`src/rtl/alu_cmd_queue.sv`:
```
// Command FIFO and issue sequencer in front of the ALU: buffers {op, a, b}, runs the
// start/done handshake with a watchdog, and returns results in order on a valid/ready port.
module alu_cmd_queue #(
  parameter int DEPTH   = 4,
  parameter int TIMEOUT = 16
) (
  input  logic                         clk,
  input  logic                         rst_n,
  input  logic                         cmd_valid,
  output logic                         cmd_ready,
  input  logic [7:0]                   cmd_a,
  input  logic [7:0]                   cmd_b,
  input  logic [2:0]                   cmd_op,
  output logic [7:0]                   alu_a,
  output logic [7:0]                   alu_b,
  output logic [2:0]                   alu_op,
  output logic                         alu_start,
  input  logic                         alu_done,
  input  logic [15:0]                  alu_result,
  output logic                         rsp_valid,
  input  logic                         rsp_ready,
  output logic [15:0]                  rsp_result,
  output logic [2:0]                   rsp_op,
  output logic                         rsp_err,
  output logic [$clog2(DEPTH+1)-1:0]   count
);

  localparam int PTR_W = $clog2(DEPTH);
  localparam int CNT_W = $clog2(DEPTH + 1);
  localparam int WD_W  = $clog2(TIMEOUT + 1);

  typedef enum logic [1:0] {IDLE, ISSUE, NOP, RESP} state_t;

  state_t            state, state_nx;
  logic [18:0]       mem [DEPTH];
  logic [PTR_W-1:0]  wr_ptr, rd_ptr;
  logic [WD_W-1:0]   wdog, wdog_nx;
  logic [18:0]       head;
  logic              push, pop;

  logic              start_nx, rsp_valid_nx, rsp_err_nx;
  logic [7:0]        alu_a_nx, alu_b_nx;
  logic [2:0]        alu_op_nx, rsp_op_nx;
  logic [15:0]       rsp_result_nx;

  function automatic logic op_legal(input logic [2:0] op);
    return op <= 3'b100;
  endfunction

  // A full queue refuses even when a pop happens the same cycle
  assign cmd_ready = rst_n & (count < CNT_W'(DEPTH));
  assign push      = cmd_valid & cmd_ready;
  assign pop       = (state == IDLE) && (count != '0);
  assign head      = mem[rd_ptr];

  always_ff @(posedge clk) begin
    if (push) mem[wr_ptr] <= {cmd_op, cmd_a, cmd_b};
  end

  always_comb begin
    state_nx      = state;
    start_nx      = alu_start;
    alu_a_nx      = alu_a;
    alu_b_nx      = alu_b;
    alu_op_nx     = alu_op;
    wdog_nx       = wdog;
    rsp_valid_nx  = rsp_valid;
    rsp_result_nx = rsp_result;
    rsp_op_nx     = rsp_op;
    rsp_err_nx    = rsp_err;
    case (state)
      IDLE: begin
        if (count != '0) begin
          alu_op_nx = head[18:16];
          alu_a_nx  = head[15:8];
          alu_b_nx  = head[7:0];
          if (head[18:16] == 3'b000) begin
            start_nx = 1'b1;
            state_nx = NOP;
          end else if (op_legal(head[18:16])) begin
            start_nx = 1'b1;
            wdog_nx  = '0;
            state_nx = ISSUE;
          end
        end
      end
      NOP: begin
        start_nx = 1'b0;
        state_nx = IDLE;
      end
      ISSUE: begin
        // done takes priority over a timeout landing on the same edge
        if (alu_done) begin
          rsp_result_nx = alu_result;
          rsp_op_nx     = alu_op;
          rsp_err_nx    = 1'b0;
          rsp_valid_nx  = 1'b1;
          start_nx      = 1'b0;
          state_nx      = RESP;
        end else if (wdog == WD_W'(TIMEOUT - 1)) begin
          rsp_result_nx = 16'h0000;
          rsp_op_nx     = alu_op;
          rsp_err_nx    = 1'b1;
          rsp_valid_nx  = 1'b1;
          start_nx      = 1'b0;
          state_nx      = RESP;
        end else begin
          wdog_nx = wdog + WD_W'(1);
        end
      end
      RESP: begin
        if (rsp_ready) begin
          rsp_valid_nx = 1'b0;
          state_nx     = IDLE;
        end
      end
      default: state_nx = IDLE;
    endcase
  end

  always_ff @(posedge clk or negedge rst_n) begin
    if (!rst_n) begin
      state      <= IDLE;
      wr_ptr     <= '0;
      rd_ptr     <= '0;
      count      <= '0;
      wdog       <= '0;
      alu_start  <= 1'b0;
      alu_a      <= '0;
      alu_b      <= '0;
      alu_op     <= '0;
      rsp_valid  <= 1'b0;
      rsp_result <= '0;
      rsp_op     <= '0;
      rsp_err    <= 1'b0;
    end else begin
      state      <= state_nx;
      wdog       <= wdog_nx;
      alu_start  <= start_nx;
      alu_a      <= alu_a_nx;
      alu_b      <= alu_b_nx;
      alu_op     <= alu_op_nx;
      rsp_valid  <= rsp_valid_nx;
      rsp_result <= rsp_result_nx;
      rsp_op     <= rsp_op_nx;
      rsp_err    <= rsp_err_nx;
      if (push) wr_ptr <= wr_ptr + PTR_W'(1);
      if (pop)  rd_ptr <= rd_ptr + PTR_W'(1);
      if (push && !pop)      count <= count + CNT_W'(1);
      else if (!push && pop) count <= count - CNT_W'(1);
    end
  end

endmodule
```
`config.mk`:
```
export PLATFORM = sky130hd
export DESIGN_NAME = alu_cmd_queue
export DESIGN_NICKNAME = d
export VERILOG_FILES = /design/src/rtl/alu_cmd_queue.sv
export SDC_FILE = /design/constraint.sdc
export NUM_CORES = 1
export LEC_CHECK = 0
export ABC_CLOCK_PERIOD_IN_PS = 2950
export BUFFER_PORTS_ARGS = -buffer_cell sky130_fd_sc_hd__buf_2
export CORE_MARGIN = 5
export CORE_UTILIZATION = 56
export DETAILED_ROUTE_END_ITERATION = 7
export PLACE_DENSITY = 0.76
export SYNTH_ARGS = -nofsm -noshare
export SYNTH_HDL_FRONTEND = slang
export SYNTH_SLANG_ARGS = --single-unit
```
`constraint.sdc`:
```
create_clock -name clk -period 2.95 [get_ports clk]
set_input_delay 0.1475 -clock clk [delete_from_list [all_inputs] [get_ports clk]]
set_output_delay 0.1475 -clock clk [all_outputs]
set_load 0.1 [all_outputs]
```
==> flow_summary.toml <==
[timing]
fmax_mhz = 450
finClkSkew_ns = 0.0109
fin_crit_ns = 2.22
fin_crit_sh_pct = 75.3
setup_tns_ns = 0
drv_slew = 0
rsz0062_at_grt = "no"
setup_viol = 0
finalHoldViolations = 0
worstMarginPinSlew_ns = 0.731
relSlewSlack_pct = 51.3

[logic_synthesis]
async_reset_ff_share_pct = 42.0
synthCells = 284
synth_ff_type = "edfxtp_1"
ys_types = 40
yosys_warnings = 0
syn_nets = 337
synth_area_leaders = "edfxtp_1, dfrtp_1, mux4_2"
syn_avg_cell_area_um2 = 18.2
synth_top_cell_area_share_pct = 44.2
ys_seq_elements = 131
synth_edf_count = 76
netlist_area_um2 = 5170
ys_seq_area_share_pct = 70.8
yosys.area.top_type = "edfxtp_1"

[finish]
nets = 476
final_layout_size_suffix_gt1_share_pct = 39.0
nFillCells = 543
antenna_cells = 0
areaGrowthSynthToFinish_pct = 30.1

[drt]
dr.pass1.iters = 5
drt_wl_total_um = 10300
routed_wire_length_per_instance_um = 18.9
ant_nets = 0
drc = 0
vias_per_cell = 5.50
drtIter0Drc = 131
vias = 3006

[run]
drv_cap = 0

[global_route]
grt_overflow = 0
grtUsageTotal_pct = 20.3
met1_usage_pct = 24.5
busiest_layer = "met2"
grt_start_max_net_pins = 56
gr-usage-met2_pct = 34.2
first_global_vias = 3211
antenna_found_initial = 0
gr-usage-met3_pct = 6.19
grt_pass1_wl_um = 16900

[floorplan]
row_count = 35
core_um2 = 9110
die_x_um = 106
ios = 85
die-height_um = 106
start_util_pct = 56.7
dieArea_um2 = 11200

[critical_path]
crit_arrival_ns = 2.63
crit_path_end_kind = "flop"
crit_required_ns = 3.35
critPathMaxFanout = 5
critPathKind = "flop to flop"
worstSetupStartpointType = "flop"

[clock_tree]
clk_latency_ns = 0.52
cts_buffer_depth = 2
clk_pin_slew_ns = 0.06
cts_tree = "done"
cts.htree.levels = 4
cts-root-buf = "clkbuf_8"
cts_made_buffers = 17
clock-sinks = 131

[worst_hold_path]
hold_path.class = "primary input to flop"

[place]
io_buffer_count = 84
place_congestion = 0.801
hpwl_um = 6040

[status]
status = "complete, no violations"
what timing repair did:
action / CTS / global route
resized for setup: 0 / 0
endpoints found under the hold margin: 148 / 0
buffers inserted: 0 / 0
hold buffers: 38 / 0
kinds of logic (layout without fill, tap and decap cells):
kind of cell             Yosys count  count (layout)  share of synthesized area [%]
multiplexers                      48              48                           14.7
adder cells (fa/ha/maj)           13              13                           3.29
XOR/XNOR                           6               6                           1.02
AO/OA/AOI/OAI                     33              33                           5.11
buffers and inverters             22             174                           1.74
flip-flops                       131             131                           70.8
AND/OR/NAND/NOR                   31              31                           3.34
stage by stage:
step | instances | hold slack, ns | util (%) | setup slack, ns | instance area [um2]
4_1_cts | 547 | 0.0698 | 73.8 | 0.711 | 6720
6_report | 547 | 0.0960 | 73.8 | 0.728 | 6720
3_5_place_dp | 477 | 0.365 | 63.2 | 0.727 | 5760
3_3_place_gp | 477 | 0.358 | 63.2 | 0.772 | 5760
2_1_floorplan | 284 | -0.148 | - | 0.0384 | 5180
5_1_grt | 547 | 0.151 | 73.8 | 0.632 | 6720
critical path, cell delays in order (launching register included):
cell,delay (ns)
dfrtp_1,0.46
mux4_1,0.65
o21a_1,0.26
o31ai_4,0.31
nand2b_4,0.12
mux2_4,0.30
area by class of cell:
cell class / count / area, um2 / area share (%)
flip-flops and latches: 131 / 3660 / 54.4
clock buffers: 17 / 414 / 6.16
inverters: 11 / 41.3 / 0.614
repair buffers: 131 / 868 / 12.9
clock inverters: 15 / 170 / 2.53
multi-input cells: 131 / 1430 / 21.3
well taps: 111 / 139 / 2.07
Yosys cell counts (2+ instances only):
library cell,number
ha_1,12
mux4_2,17
inv_1,11
a21oi_1,4
edfxtp_1,76
xor2_1,3
nand2b_1,3
nor2b_1,2
mux2i_1,5
nor2_1,4
o21ai_1,3
o21ai_0,2
buf_1,3
and3_1,5
xnor2_1,3
mux4_1,2
nand2_1,7
dfrtp_1,55
nand3_1,2
nor3_1,2
a22o_1,16
mux2_2,23
clkbuf_1,7
layout by cell type, fill, tap and decap left out, types with 2 or more instances in the layout:
cell type	instances
nand2_1	7
bufinv_16	2
dlygate4sd3_1	38
mux4_2	17
nand3_1	2
clkinv_4	3
mux2_2	23
nor2_1	4
mux4_1	2
inv_1	11
a21oi_1	4
xor2_1	3
edfxtp_1	76
mux2i_1	5
clkbuf_16	16
a22o_1	16
xnor2_1	3
buf_4	9
dfrtp_1	55
ha_1	12
and3_1	5
o21ai_1	3
inv_6	7
o21ai_0	2
buf_2	84
nand2b_1	3
layer usage:
layer,wire length [um],up-vias,part of all wire (%)
li1,-,1366,-
met1,4120,1534,40
met2,5410,96,52
met3,670,10,6.5
met4,143,0,1.4
met5,0,-,0
flip-flops by register name, indices dropped and copies added, names as in the netlist:
register / flops
wdog: 5
rd_ptr: 2
count: 3
mem: 76
state: 2
alu_op: 3
rsp_err: 1
wr_ptr: 2
rsp_op: 3
alu_b: 8
rsp_valid: 1
rsp_result: 16
alu_start: 1
alu_a: 8
final timing paths:
check,start,end,slack (ns),cells past startpoint
min reg2reg,rsp_result[15],rsp_result[15],0.50,1
min,alu_done,alu_start,0.1,4
max in group asynchronous,rst_n,alu_a[6],2.06,3
max reg2reg,rd_ptr[0],wdog[0],0.73,5
max,rd_ptr[0],wdog[0],0.73,5
min in group asynchronous,rst_n,rsp_valid,0.40,3
Power is left out: the tool's default activity adds up to more than one toggle a clock period on the data nets, which glitch-free logic cannot reach.
